`config.mk`:
```
export PLATFORM = sky130hd
export DESIGN_NAME = boom_display
export DESIGN_NICKNAME = d
export VERILOG_FILES = /design/src/rtl/boom_display.sv
export SDC_FILE = /design/constraint.sdc
export NUM_CORES = 1
export LEC_CHECK = 0
export ABC_AREA = 1
export CORE_ASPECT_RATIO = 1.2
export CORE_MARGIN = 2
export CORE_UTILIZATION = 50
export DETAILED_ROUTE_END_ITERATION = 16
export PLACE_DENSITY = 0.76
export SLEW_MARGIN = 0
export SYNTH_ARGS = -nofsm -noshare
export SYNTH_HDL_FRONTEND = slang
export SYNTH_SLANG_ARGS = --single-unit
```
`constraint.sdc`:
```
create_clock -name clk -period 3.5 [get_ports clk]
set_input_delay 0.7 -clock clk [delete_from_list [all_inputs] [get_ports clk]]
set_output_delay 0.7 -clock clk [all_outputs]
set_load 0.03 [all_outputs]
```
`src/rtl/boom_display.sv`:
```
// Two-digit seven-segment driver for the comparator: shows the latched number, or blinks
// both digits after a boom. Define BOOM_DISPLAY_COUNT_EN to add the saturating boom_cnt output.
module boom_display #(
  parameter int REFRESH_DIV = 50000,
  parameter int BLINK_DIV   = 12500000,
  parameter int BOOM_BLINKS = 3
) (
  input  logic       clk,
  input  logic       rst_n,
  input  logic [4:0] code,
  input  logic       boom_in,
  input  logic       code_valid,
  output logic [6:0] seg,
  output logic [1:0] an,
  output logic       boom_led,
  output logic       busy
`ifdef BOOM_DISPLAY_COUNT_EN
  ,
  output logic [7:0] boom_cnt
`endif
);

  localparam int RW     = (REFRESH_DIV > 1) ? $clog2(REFRESH_DIV) : 1;
  localparam int BW     = (BLINK_DIV > 1) ? $clog2(BLINK_DIV) : 1;
  localparam int PHASES = 2 * BOOM_BLINKS;
  localparam int PW     = (PHASES > 1) ? $clog2(PHASES) : 1;

  localparam logic [RW-1:0] REFRESH_LAST = RW'(REFRESH_DIV - 1);
  localparam logic [BW-1:0] BLINK_LAST   = BW'(BLINK_DIV - 1);
  localparam logic [PW-1:0] PHASE_LAST   = PW'(PHASES - 1);

  typedef enum logic [1:0] {
    IDLE = 2'd0,
    SHOW = 2'd1,
    BOOM = 2'd2
  } state_t;

  state_t        state_q, state_d;
  logic [4:0]    code_q;
  logic [RW-1:0] refresh_cnt;
  logic [1:0]    an_q;
  logic [BW-1:0] blink_cnt;
  logic [PW-1:0] phase_cnt;
  logic          busy_q;

  logic          accept;
  logic          is_boom;
  logic          blink_wrap;
  logic          last_phase;
  logic [1:0]    tens;
  logic [3:0]    units;

  function automatic logic [6:0] digit_seg(input logic [3:0] d);
    case (d)
      4'd0:    return 7'h40;
      4'd1:    return 7'h79;
      4'd2:    return 7'h24;
      4'd3:    return 7'h30;
      4'd4:    return 7'h19;
      4'd5:    return 7'h12;
      4'd6:    return 7'h02;
      4'd7:    return 7'h78;
      4'd8:    return 7'h00;
      4'd9:    return 7'h10;
      default: return 7'h7F;
    endcase
  endfunction

  assign accept     = code_valid && !busy_q;
  assign is_boom    = boom_in || (code == 5'h1F);
  assign blink_wrap = (blink_cnt == BLINK_LAST);
  assign last_phase = (phase_cnt == PHASE_LAST);

  // NOTE: every signal written here gets a default first so no path leaves it unassigned (no latch).
  always_comb begin
    state_d = state_q;
    case (state_q)
      IDLE, SHOW: if (accept) state_d = is_boom ? BOOM : SHOW;
      BOOM:       if (blink_wrap && last_phase) state_d = IDLE;
      default:    state_d = IDLE;
    endcase
  end

  // NOTE: sequential state uses non-blocking assignments so all flops update from pre-edge values.
  always_ff @(posedge clk or negedge rst_n) begin
    if (!rst_n) begin
      state_q <= IDLE;
      busy_q  <= 1'b0;
      code_q  <= 5'd0;
    end else begin
      state_q <= state_d;
      busy_q  <= (state_d == BOOM);
      if (accept) code_q <= code;
    end
  end

  // Digit mux runs in every state so the refresh cadence never glitches on state changes.
  always_ff @(posedge clk or negedge rst_n) begin
    if (!rst_n) begin
      refresh_cnt <= '0;
      an_q        <= 2'b10;
    end else if (refresh_cnt == REFRESH_LAST) begin
      refresh_cnt <= '0;
      an_q        <= ~an_q;
    end else begin
      refresh_cnt <= refresh_cnt + 1'b1;
    end
  end

  // Counters idle at zero outside BOOM, so every entry starts a fresh on-phase.
  always_ff @(posedge clk or negedge rst_n) begin
    if (!rst_n) begin
      blink_cnt <= '0;
      phase_cnt <= '0;
    end else if (state_q != BOOM) begin
      blink_cnt <= '0;
      phase_cnt <= '0;
    end else if (blink_wrap) begin
      blink_cnt <= '0;
      phase_cnt <= last_phase ? '0 : phase_cnt + 1'b1;
    end else begin
      blink_cnt <= blink_cnt + 1'b1;
    end
  end

  always_comb begin
    tens  = 2'd0;
    units = code_q[3:0];
    if (code_q >= 5'd30) begin
      tens  = 2'd3;
      units = 4'(code_q - 5'd30);
    end else if (code_q >= 5'd20) begin
      tens  = 2'd2;
      units = 4'(code_q - 5'd20);
    end else if (code_q >= 5'd10) begin
      tens  = 2'd1;
      units = 4'(code_q - 5'd10);
    end
  end

  always_comb begin
    seg      = 7'h7F;
    boom_led = 1'b0;
    case (state_q)
      SHOW: begin
        if (!an_q[0])          seg = digit_seg(units);
        else if (tens != 2'd0) seg = digit_seg({2'b00, tens});
      end
      BOOM: begin
        if (!phase_cnt[0]) begin
          seg      = 7'h00;
          boom_led = 1'b1;
        end
      end
      default: ;
    endcase
  end

  assign an   = an_q;
  assign busy = busy_q;

`ifdef BOOM_DISPLAY_COUNT_EN
  always_ff @(posedge clk or negedge rst_n) begin
    if (!rst_n)
      boom_cnt <= 8'd0;
    else if (state_q != BOOM && state_d == BOOM && boom_cnt != 8'hFF)
      boom_cnt <= boom_cnt + 8'd1;
  end
`endif

endmodule

```
---- Yosys cells after proc, flatten, opt, wreduce, memory -nomap -nowiden ----
Memory sizes are Yosys's and may differ from the RTL's.
Cells that the tools add are included.
storage, ports and cells
  register bits after elaboration ......... 53
  ROM bits ................................ 112
  bits of input ports ..................... 9
  logic and storage cells ................. 61
  memories ................................ 1
  output and inout bits ................... 11
operators by class
  magnitude comparators ................... 3
  reduce and logical (&&, ||, !) cells .... 9
  $add $sub $neg .......................... 6
  eq/ne operators ......................... 11
  bitwise gates (word level) .............. 1
  multiplexer cells ....................... 23
memories
  name              depth  bits a word  rd ports  clocked after memory_dff  wr ports  line  RTL
  (name not given)  16     7            1         0                         0         54    case (d)
operators with widths
  operator               number
  $mux 24                2
  $pmux 7 s4             1
  $add 24x1->24 const B  1
  $eq 24x24->1 const B   1
  $mux 7                 3
  $add 16x1->16 const B  1
  $eq 16x16->1 const B   1
  $mux 16                1
  $pmux 7 s2             1
  $mux 4                 3
  $ge 5x5->1 const B     2
  $mux 2                 5
  $mux 3                 3
  $eq 2x2->1 const B     4
  $sub 4x4->4 const B    2
  $eq 5x5->1 const B     1
  $ge 5x4->1 const B     1
  $eq 2x1->1 const B     2
  $logic_not 2->1        2
  $pmux 2 s2             1
  $reduce_bool 2->1      2
  $sub 4x3->4 const B    1
  $add 3x1->3 const B    1
  $eq 3x3->1 const B     1
  other kinds (7)        10

---- Logic depth before layout (Yosys ltp) ----
Gate-level depths: netlist of the first run.
  depth after elaboration ................. 9
  depth in mapped cells ................... 19
  mapped depth without buffers ............ 19

---- Worst setup path after synthesis of the first run ----
Ideal clock, no wire load.
  kind .................................... register -> output
  start point ............................. reg code_q[2]
  end point ............................... out seg[1]
  required time ........................... 2.800 ns
  arrival ................................. 2.176 ns
  path buffers ............................ 0
  cell stages (with the launch flop) ...... 17
  path slack .............................. 0.624 ns
  cell sequence ........................... dfrtp_1 inv_1 ha_1 inv_1 nand2_1 nand3_1 nand2_1 nand2_1 nand2_1 nand2_4 inv_2 ha_1 inv_1 nand2_1 nand2_1 a21oi_1 o21ai_1
between the ends
  longest elaborated chain between the ends .. 8
  elaborated cells on any way between the ends .. 17
  those cells by class .................... 3 x add/sub; 3 x order compare; 9 x mux; 1 x reduce/logical; 1 x memory
RTL lines
  what                                                  line  RTL
  start: declaration                                    39    logic [4:0] code_q;
  start signal: assignment                              93    if (accept) code_q <= code;
  branches (longest 6 deep; another with $mem_v2 16x7)  --
  $mux 7 *                                              146   if (!an_q[0]) seg = digit_seg(units);
  $pmux 7 s2 *                                          144   case (state_q)
  end: declaration                                      13    output logic [6:0] seg,
Every way passes the cells marked *.

---- Worst setup path after layout of the first run ----
  start point ............................. reg code_q[2]
  end point ............................... out seg[0]
between the ends
  longest elaborated chain between the ends .. 9
  elaborated cells on any way between the ends .. 22
  those cells by class .................... 3 x add/sub; 3 x order compare; 3 x eq/ne; 10 x mux; 2 x reduce/logical; 1 x memory
RTL lines
  what                                line  RTL
  $ge 5x4->1                          135   end else if (code_q >= 5'd10) begin
  $mux 1                              135
  $mux 2                              132   end else if (code_q >= 5'd20) begin
  $mux 2                              129   if (code_q >= 5'd30) begin
  $eq 2x2->1 (tied with other cells)  54
  $pmux 7 s4                          54
  $mux 7                              147   else if (tens != 2'd0) seg = digit_seg({2'b00, tens});
  $mux 7 *                            146
  $pmux 7 s2 *                        144
Mark *: on every way between the ends. The rest lies on a longest branch, timed or not. The select of a mux whose other input is x is not followed.

==> impl_metrics.env, run 1 <==
export IMPL_cp_start_kind="register"
export IMPL_critical_path_most_common_cell="nand2_1"
export IMPL_hold_class="register to register"
export IMPL_num_antenna_cells=0
export IMPL_ys_warn_count=0
export IMPL_period_minus_slack_ns=3.261
export IMPL_via_per_inst=5.262
export IMPL_leakage_nw=1.792
export IMPL_grt_use_total_pct=20.28
export IMPL_die_area_mm2=0.007385
export IMPL_endpoint_kind="output port"
export IMPL_clock_fmax_mhz=306.7
export IMPL_remaining_drc_errors=0
export IMPL_required_ns=2.80
export IMPL_synth_distinct_cells=42
export IMPL_slew_violations=0
export IMPL_period_share_pct=93.17
export IMPL_io_pins=20
export IMPL_maxUsedRoutingLayer="met4"
export IMPL_dp_hpwl_mm=5.124
export IMPL_via_count=2889
export IMPL_synth_ff_latch_count=53
export IMPL_grt_max_degree=41
export IMPL_clkTransAtPathRegs_ns=0.10
export IMPL_synth_area_mm2=0.003356
export IMPL_die_width_um=78.79
export IMPL_post_route_cells_drive_above_1_share_pct=14.66
export IMPL_clock_tree_buffer_depth=2
export IMPL_syn_avg_cell_area_um2=7.714
export IMPL_wl_mm=6.757
export IMPL_slew_headroom_pct=42.58
export IMPL_synth_area_leader_cell="dfrtp_1"
export IMPL_start_util_pct=52.06
export IMPL_wire_per_inst_um=12.31
export IMPL_worstSetupPathType="register to output port"
export IMPL_htree_num_levels=2
export IMPL_wl_met1_mm=2.973
export IMPL_core_mm2=0.006446
export IMPL_grt_overflow=0
export IMPL_max_stage_delay_ns=0.44
export IMPL_synth_async_reset_ratio_pct=100.0
export IMPL_cap_violations=0
export IMPL_fin_worst_skew_ns=0.006363
export IMPL_final_setup_viol_count=0
export IMPL_clock_latency_ns=0.31
export IMPL_portBuffers=19
export IMPL_ys_flop_type="dfrtp_1"
export IMPL_crit_arrival_ns=2.56
export IMPL_drtIter0Drc=135
export IMPL_grt_pass1_wl_mm=12.11
export IMPL_slowest_stage="dfrtp_2"
export IMPL_dr_wl_met2_mm=3.455
export IMPL_finalHoldViolations=0
export IMPL_wl_met3_um=218
export IMPL_cts_sinks=53
export IMPL_netlist_instances=435
export IMPL_ys_top_cells_by_area="dfrtp_1, nand2_1, inv_1, ha_1, nor2_1"
export IMPL_finalSetupTns_ns=0
export IMPL_worstMarginPinSlew_ns=0.8613
export IMPL_yosysTopAreaCellShare_pct=38.78
export IMPL_yosysSeqAreaShare_pct=39.56
export IMPL_power_per_cell_area_mw_per_mm2=611.4
export IMPL_antenna_found_initial=0
export IMPL_fin_nets=486
export IMPL_synth_nets=458
export IMPL_postRouteAntennaNets=0
export IMPL_gp_congestion=0.8724
export IMPL_peakVddDrop_uv=460.1
export IMPL_area_growth_pct=12.27
export IMPL_status="finished clean"
export IMPL_cts_inserted_buffers=5
export IMPL_rsz0062_at_grt="no"
export IMPL_cts_root_buf="clkbuf_8"
export IMPL_synth_edf_count=0
export IMPL_grt_pass1_vias=2856
export IMPL_crit_path_max_fanout=5
export IMPL_cts_tree="yes"
export IMPL_fp_dieH_um=93.74
export IMPL_drtPass1Iterations=4
export IMPL_cp_cell_sequence="buf_4, ha_1, nand3_1, o21ai_2, nand2_2, nand2_1, nand2_1, nand2_4, buf_4, nand2_1, nand2_1, nand2_1, nand2_1, nand2_1, nand2_1, nand2_1, nand2_1, dlygate4sd2_1"
export IMPL_whs_ns=0.4752
export IMPL_rows=32
[power breakdown]
| part | internal [mW] | switching [mW] | leakage (nW) |
|---|---|---|---|
| clock network | 0.214 | 0.211 | 0.0543 |
| logic | 0.394 | 0.769 | 1.03 |
| registers | 0.658 | 0.0584 | 0.707 |
| total | 1.27 | 1.04 | 1.79 |
[flip-flops by register name, summed over array words and instances (netlist names)]
register,flops
refresh_cnt,16
blink_cnt,24
state_q,2
busy,1
phase_cnt,3
code_q,5
an,2
[layout by cell type, fill, tap and decap left out, types with 4 or more instances in the layout]
cell,Yosys,final
clkdlybuf4s50_1,0,11
nand4_1,10,10
a21oi_1,24,24
o21ai_0,17,17
nor3_1,8,8
inv_2,10,11
nor2_2,6,6
ha_1,14,14
clkbuf_8,0,5
nor3_2,5,5
nor2_1,36,36
inv_1,60,59
o21a_1,4,4
xor2_1,9,9
nand3_2,4,4
nand3_1,25,25
nor4_1,8,8
nor2_4,4,4
nand2_2,6,6
o21ai_1,6,6
buf_4,1,5
nand2_1,98,98
dfrtp_1,52,50
[cell families after synthesis]
logic type      count (synthesis)  synth area share [%]
buf+inv                        73                 8.352
flops                          53                 39.56
simple gates                  220                 32.89
xor+xnor                       10                 2.610
compound gates                 65                 11.37
fa+ha+maj                      14                 5.220
[critical path: cells and delay by family, from the launching register on]
family,cells,cell delay [ns]
and+or+nand+nor,13,0.90
DFF,1,0.44
adders and majority gates,1,0.18
buffers and inverters,3,0.65
AOI/OAI and AO/OA,1,0.08
[repair_timing]
action | 4_1_cts | 5_1_grt
buffers inserted | 0 | 4
endpoints found under the setup margin | 7 | 6
pin swaps | 0 | 1
hold buffers | 0 | 0
gates resized for setup | 8 | 14
[final timing paths]
path                       cells after the start           start  slack, ns             end
setup / recovery                              18       code_q[2]       0.24          seg[0]
hold / removal                                 1  refresh_cnt[0]       0.48  refresh_cnt[0]
setup reg to reg                               8    blink_cnt[0]       1.40    blink_cnt[2]
hold reg to reg                                1  refresh_cnt[0]       0.48  refresh_cnt[0]
max in group asynchronous                      2           rst_n       2.26   blink_cnt[10]
min in group asynchronous                      1           rst_n       0.49    blink_cnt[2]
[final cells by class]
cell class | count | area [um2]
clock inverter | 3 | 46.29
fill | 600 | 2679
sequential | 53 | 1330
clock buffer | 5 | 68.82
tap | 85 | 106.4
timing repair buffer | 24 | 205.2
inverter | 70 | 262.8
multi-input combinational | 309 | 1748
[stage by stage]
step	instance area (um2)	setup slack, ns	util [%]	total power, mW	cells
4_1_cts	3745	0.01685	58.09	2.283	545
6_report	3767	0.2391	58.44	2.303	549
2_1_floorplan	3356	0.6239	-	1.561	435
5_1_grt	3767	0.01195	58.44	2.498	549
3_3_place_gp	3637	0.1378	56.42	1.887	537
3_5_place_dp	3637	0.07387	56.42	1.910	537
[Yosys cell counts (2+ instances only)]
library cell,count
nand3_1,25
xor2_1,9
ha_1,14
nand2_1,98
nor2_1,36
or2_2,2
o41ai_1,2
nor3_1,8
nor2_4,4
o21a_1,4
nand2_2,6
dfrtp_1,52
inv_1,60
nor3_2,5
o211a_1,2
nand3_2,4
a31oi_1,3
nand4_1,10
nor2_2,6
o211ai_1,2
o21ai_0,17
nor4_1,8
nand2_4,2
a21oi_1,24
inv_2,10
o21ai_1,6
[layer usage]
metal | vias up | track usage, %
met5 | - | 0
met3 | 10 | 2.788
met2 | 45 | 38.18
met4 | 0 | 5.702
li1 | 1481 | -
met1 | 1353 | 23.82
Power figures use the tool's default switching activity.
==> run 2: changes to the inputs <==
GPL_TIMING_DRIVEN = 1   (was unset)
==> results of run 2 <==
The final DEF is identical to that of run 1; final timing and power are the same.
